[src/rtl/mux4to1_rr_arbiter.sv]
// Round-robin arbiter owning the select of a 4:1 single-bit mux; routes the owner's data bit to out.
// Optional forced release after HOLD_MAX consecutive grant cycles when MUX_ARB_TIMEOUT_EN is defined.
module mux4to1_rr_arbiter #(
  parameter int unsigned HOLD_MAX = 8
) (
  input  logic       clk,
  input  logic       rst_n,
  input  logic [3:0] req,
  input  logic [3:0] in,
  output logic [3:0] gnt,
  output logic [1:0] sel,
  output logic       busy,
  output logic       out,
  output logic       timeout
);

  typedef enum logic {IDLE, GRANT} state_t;

  state_t     r_state, w_nxt_state;
  logic [3:0] r_gnt, w_nxt_gnt;
  logic [1:0] r_sel, w_nxt_sel;
  logic [1:0] r_last, w_nxt_last;
  logic [3:0] w_cand;
  logic [1:0] w_base;
  logic [1:0] w_win;

  if (HOLD_MAX < 1 || HOLD_MAX > 255) begin : g_bad_hold
    $error("HOLD_MAX must be in 1..255");
  end

  // First asserted request after base, wrapping back to base itself last.
  function automatic logic [1:0] pick(input logic [3:0] r, input logic [1:0] base);
    logic [1:0] idx;
    pick = base;
    for (int unsigned k = 4; k >= 1; k--) begin
      idx = base + k[1:0];
      if (r[idx]) pick = idx;
    end
  endfunction

  // During a grant the owner is masked out, so one search serves both drop and forced release.
  assign w_cand = (r_state == GRANT) ? (req & ~r_gnt) : req;
  assign w_base = (r_state == GRANT) ? r_sel : r_last;
  assign w_win  = pick(w_cand, w_base);

`ifdef MUX_ARB_TIMEOUT_EN
  localparam logic [7:0] HOLD_LAST = 8'(HOLD_MAX - 1);
  logic [7:0] r_hold_cnt, w_nxt_cnt;
  logic       r_timeout, w_nxt_to;
`endif

  always_comb begin
    w_nxt_state = r_state;
    w_nxt_gnt   = r_gnt;
    w_nxt_sel   = r_sel;
    w_nxt_last  = r_last;
`ifdef MUX_ARB_TIMEOUT_EN
    w_nxt_cnt   = r_hold_cnt;
    w_nxt_to    = 1'b0;
`endif
    unique case (r_state)
      IDLE: begin
        if (|req) begin
          w_nxt_state = GRANT;
          w_nxt_gnt   = 4'b0001 << w_win;
          w_nxt_sel   = w_win;
`ifdef MUX_ARB_TIMEOUT_EN
          w_nxt_cnt   = '0;
`endif
        end
      end
      GRANT: begin
        if (!req[r_sel]) begin
          w_nxt_last = r_sel;
          if (|w_cand) begin
            w_nxt_gnt = 4'b0001 << w_win;
            w_nxt_sel = w_win;
`ifdef MUX_ARB_TIMEOUT_EN
            w_nxt_cnt = '0;
`endif
          end else begin
            w_nxt_state = IDLE;
            w_nxt_gnt   = '0;
          end
        end
`ifdef MUX_ARB_TIMEOUT_EN
        else if (r_hold_cnt == HOLD_LAST) begin
          w_nxt_last = r_sel;
          w_nxt_cnt  = '0;
          if (|w_cand) begin
            w_nxt_gnt = 4'b0001 << w_win;
            w_nxt_sel = w_win;
            w_nxt_to  = 1'b1;
          end
        end else begin
          w_nxt_cnt = r_hold_cnt + 8'd1;
        end
`endif
      end
    endcase
  end

  always_ff @(posedge clk) begin
    if (!rst_n) begin
      r_state <= IDLE;
      r_gnt   <= '0;
      r_sel   <= '0;
      r_last  <= '1;
    end else begin
      r_state <= w_nxt_state;
      r_gnt   <= w_nxt_gnt;
      r_sel   <= w_nxt_sel;
      r_last  <= w_nxt_last;
    end
  end

`ifdef MUX_ARB_TIMEOUT_EN
  always_ff @(posedge clk) begin
    if (!rst_n) begin
      r_hold_cnt <= '0;
      r_timeout  <= 1'b0;
    end else begin
      r_hold_cnt <= w_nxt_cnt;
      r_timeout  <= w_nxt_to;
    end
  end
  assign timeout = r_timeout;
`else
  assign timeout = 1'b0;
`endif

  assign gnt  = r_gnt;
  assign sel  = r_sel;
  assign busy = |r_gnt;
  assign out  = busy ? in[r_sel] : 1'b0;

endmodule
[config.mk]
export PLATFORM = sky130hd
export DESIGN_NAME = mux4to1_rr_arbiter
export DESIGN_NICKNAME = d
export VERILOG_FILES = /design/src/rtl/mux4to1_rr_arbiter.sv
export SDC_FILE = /design/constraint.sdc
export NUM_CORES = 1
export LEC_CHECK = 0
export ABC_CLOCK_PERIOD_IN_PS = 2200
export BUFFER_PORTS_ARGS = -buffer_cell sky130_fd_sc_hd__buf_2
export CORE_MARGIN = 2
export CORE_UTILIZATION = 40
export DETAILED_ROUTE_END_ITERATION = 6
export GPL_ROUTABILITY_DRIVEN = 0
export PLACE_DENSITY = 0.71
export SKIP_LAST_GASP = 1
export SLEW_MARGIN = 10
export SYNTH_ARGS = -nofsm -noshare
export SYNTH_HDL_FRONTEND = slang
export SYNTH_SLANG_ARGS = --single-unit
[constraint.sdc]
create_clock -name clk -period 2.2 [get_ports clk]
set_input_delay 0.33 -clock clk [delete_from_list [all_inputs] [get_ports clk]]
set_output_delay 0.33 -clock clk [all_outputs]
set_load 0.03 [all_outputs]
Yosys cells after proc, flatten, opt, wreduce, memory -nomap -nowiden
Index checks and enable logic that the tools add are counted.
{"block": "word_totals", "reg_bits": 9, "latchBits": 0, "mem_bits_rw": 0, "mem_bits_ro": 0, "in_bits": 10, "out_inout_bits": 9, "word_cells": 53, "memories": 0}
{"block": "classes", "addsub": 3, "n_mul": 0, "div_mod_pow": 0, "order_cmp": 4, "eq_ne": 3, "n_shift": 1, "muxes": 28, "bitwise_logic": 4, "n_reduce_logical": 6}
{"operator": "$mux W4", "count": 4}
{"operator": "$mux W2", "count": 7}
{"operator": "$lt A2 B3 Y1 const B", "count": 4}
{"operator": "$reduce_or A4 Y1", "count": 3}
{"operator": "$bmux W1 S2", "count": 5}
{"operator": "$mux W1", "count": 9}
{"operator": "$pmux W4 S2", "count": 1}
{"operator": "$add A2 B2 Y2 const B", "count": 2}
{"operator": "$and A4 B4 Y4", "count": 1}
{"operator": "$ne A2 B2 Y1 const B", "count": 2}
{"operator": "$not A4 Y4", "count": 1}
{"operator": "$pmux W2 S2", "count": 1}
{"operator": "$reduce_and A2 Y1", "count": 2}
{"operator": "$shl A1 B2 Y4 const A", "count": 1}
{"operator": "$reduce_and A3 Y1", "count": 1}
{"operator": "$add A2 B1 Y2 const B", "count": 1}
{"operator": "$ne A2 B1 Y1 const B", "count": 1}
{"operator": "$not A1 Y1", "count": 2}
{"operator": "$pmux W1 S2", "count": 1}

Logic depth before layout (Yosys ltp)
{"block": "logic_depth", "word_depth": 12, "ltp_mapped": 7}

Worst setup path before layout
No wires, ideal clock.
{"block": "synth_path", "path_type": "reg2reg", "startpoint": "register r_sel[1] (netlist: sel[1])", "endpoint": "register r_sel[0] (netlist: sel[0])", "t_arrival_ns": 1.799, "required_ns": 2.121, "path_slack_ns": 0.322, "stages_incl_launch_ff": 6, "n_path_buf": 0, "synth_period_minus_slack_ns": 1.878, "path_cell_list": "dfxtp_1 -> mux4_2 -> a41o_1 -> a21boi_2 -> nor2_1 -> a211oi_2"}
{"block": "synth_between", "elab_chain_cells": 10}
{"element": "start, declared", "line_no": "21", "source": "logic [1:0] r_sel, w_nxt_sel;"}
{"element": "start signal, assigned", "line_no": "112", "source": "r_sel <= w_nxt_sel;"}
{"element": "$mux W2", "line_no": "43", "source": "assign w_base = (r_state == GRANT) ? r_sel : r_last;"}
{"element": "$add A2 B2 Y2", "line_no": "36", "source": "idx = base + k[1:0];"}
{"element": "$bmux W1 S2", "line_no": "37", "source": "if (r[idx]) pick = idx;"}
{"element": "$mux W1 (not written as such)", "line_no": "37"}
{"element": "$mux W2 (3 in a row)", "line_no": "37"}
{"element": "$mux W2", "line_no": "75", "source": "if (|w_cand) begin"}
{"element": "$mux W2", "line_no": "73", "source": "if (!req[r_sel]) begin"}
{"element": "$pmux W2 S2", "line_no": "61", "source": "unique case (r_state)"}
Parallel ways exist; a longest one is shown, timed or not. The select of a mux whose other input is x is not followed.
A chain may end at the register's enable or synchronous reset.

Worst setup path after layout
{"block": "layout_path", "startpoint": "register r_sel[0] (netlist: sel[0])", "endpoint": "output port out"}
{"block": "layout_between", "elab_chain_cells": 3}
{"element": "$bmux W1 S2", "line_no": "135", "source": "assign out = busy ? in[r_sel] : 1'b0;"}
{"element": "$mux W1 (not written as such)", "line_no": "135"}
{"element": "$mux W1", "line_no": "135"}
{"element": "end, declared", "line_no": "13", "source": "output logic out,"}
No other way between the ends. The select of a mux whose other input is x is not followed.

==> results.cfg <==
[run_status]
outcome = finished, final reports clean

[worst_setup_path]
worstSetupStartpointType = flip-flop
cp_data_required_time_ns = 1.87
endpoint_kind = primary output
critical_path_class = flip-flop to primary output
reg2reg_depth = 5
cp_max_fo = 10
crit_arrival_ns = 1.76

[global_route]
antenna_found_initial = 0
grt_pass1_wl_um = 2900
grt_pass1_vias = 635
track_usage_pct = 19.9
grt_max_degree = 16
grt-ovfl-total = 0

[worst_hold_path]
hold_depth = 2
hold_class = input pin to flip-flop

[pwr]
cellPowerDensity_nw_per_um2 = 908
ir_worst_vdd_mv = 0.493
p_leak_nw = 0.352
p_total_mw = 0.725

[sta]
skew_ns = 0.00153
fmax_mhz = 478
layout_setup_ws_ns = 0.108
setup-violations-final = 0
post-route-period-util_pct = 95.1
period_minus_slack_ns = 2.09
rsz0062_at_grt = no
report.final.slew_viol_count = 0
worst_hold_slack_ns = 0.245
hold_viol_final = 0
final.setup.tns_ns = 0

[route]
top_layer = met4
drt_iter0_markers = 29
met1_length_um = 811
via_per_inst = 6.33
post-route-drc-count = 0
wl_met3_um = 143
drt_first_pass_iters = 4
routed-wl-met2_um = 831
wl_per_cell_um = 15.9
antenna_left = 0
via_count = 728
wirelength_um = 1830

[floorplanning]
io_pins = 19
start_util_pct = 44.1
chipHeight_um = 45.2
die-width_um = 45.2
dieArea_um2 = 2040
core_um2 = 1540
rows = 14

[clock_tree]
path_clk_slew_ns = 0.06
clk_path_buf_depth = 2
cts_tree = built
clock_latency_ns = 0.27
cts_hold_buf = 0
root_buffer = clkbuf_4
clock_sinks = 9
cts_max_level = 1
numCtsBuffers = 3
post_cts_resized = 0
post_cts_buffers = 0

[layout]
fin_nets = 110
fin_area_um2 = 798
final_cells = 115
area_growth_pct = 17.5
drive_gt1_share_pct = 28.3
utilization_pct = 51.8
antenna_cells = 0

[synth]
synth_top_flop_cell = dfxtp_1
syn_area_um2 = 679
synth_top_area_share_pct = 26.5
async_flop_share_pct = 0
synth_common_cells = dfxtp_1, nand2_1, nand2b_1, nor2_1, a21oi_1
synth.avg_cell_area_um2 = 8.49
ys_types = 34
synth_edf_count = 0
syn-instance-count = 80
yosysTopAreaCell = dfxtp_1
synthTopCellsByArea = dfxtp_1, mux4_2, nand2b_1
ys_seq_elements = 9
syn-num-nets = 90
yosysSeqAreaShare_pct = 26.5
yosysMostFrequentCell = dfxtp_1
synth_warnings = 0

[placement]
placedInstanceArea_um2 = 772
pre_cts_slack_ns = 0.330
dp.cells = 111
port_buffers = 17
hpwl_um = 1390

[flow_run]
maxCapViolCount = 0
## sequential cells by signal (all words and copies together) (netlist names)
register / cells
gnt: 4
r_last: 2
r_state: 1
sel: 2
## path summary, 6_finish.rpt
path,start,to,slack (ns)
hold / removal,rst_n,r_last[0],0.25
hold reg to reg,r_last[0],r_last[0],0.56
setup / recovery,sel[0],out,0.11
setup reg to reg,r_state,gnt[3],0.30
## report_power, final
group | total, mW | internal, mW | switching (mW) | leakage (nW)
Sequential | 0.244 | 0.192 | 0.0517 | 0.0744
Clock | 0.131 | 0.0701 | 0.0605 | 0.0150
Combinational | 0.350 | 0.146 | 0.204 | 0.263
Total | 0.725 | 0.408 | 0.316 | 0.352
## final cells by class
cell class	instances	area, um^2
multi-input combinational	65	464
timing repair buffer	19	100
sequential	9	180
clock buffer	4	26.3
fill	155	743
inverter	2	7.51
tap	16	20.0
## placed cells by master, fill, tap and decap left out, types with 2 or more instances in the layout
| cell type | n |
|---|---|
| buf_2 | 17 |
| dfxtp_1 | 9 |
| nand2_1 | 8 |
| nand2b_1 | 7 |
| nor2_1 | 6 |
| a21oi_1 | 5 |
| a32o_1 | 4 |
| nor3b_1 | 3 |
| o21ai_0 | 3 |
| mux2i_1 | 3 |
| clkbuf_4 | 3 |
| mux4_2 | 2 |
| and2_1 | 2 |
| nor3_1 | 2 |
| inv_1 | 2 |
| a221o_1 | 2 |
| buf_4 | 2 |
## metal layers
layer  GRT usage, %  vias up
li1               -      344
met2           27.7       40
met3           4.80        5
met1           28.0      339
met4           10.6        0
met5              0        -
## worst max-delay path, cell delays in order, from the launching register on
cell	delay, ns
dfxtp_1	0.60
mux4_2	0.56
and2_1	0.17
buf_2	0.17
## cells by family (layout without fill, tap and decap cells)
logic type	after synthesis	count (layout)	share of synthesized area, %
other	1	1	0.552
muxes	5	5	11.0
AOI/OAI and AO/OA	25	25	29.8
DFF	9	9	26.5
buffers and inverters	6	25	5.16
and+or+nand+nor	34	34	26.9
Note: power is estimated with default switching activity, not from simulation.
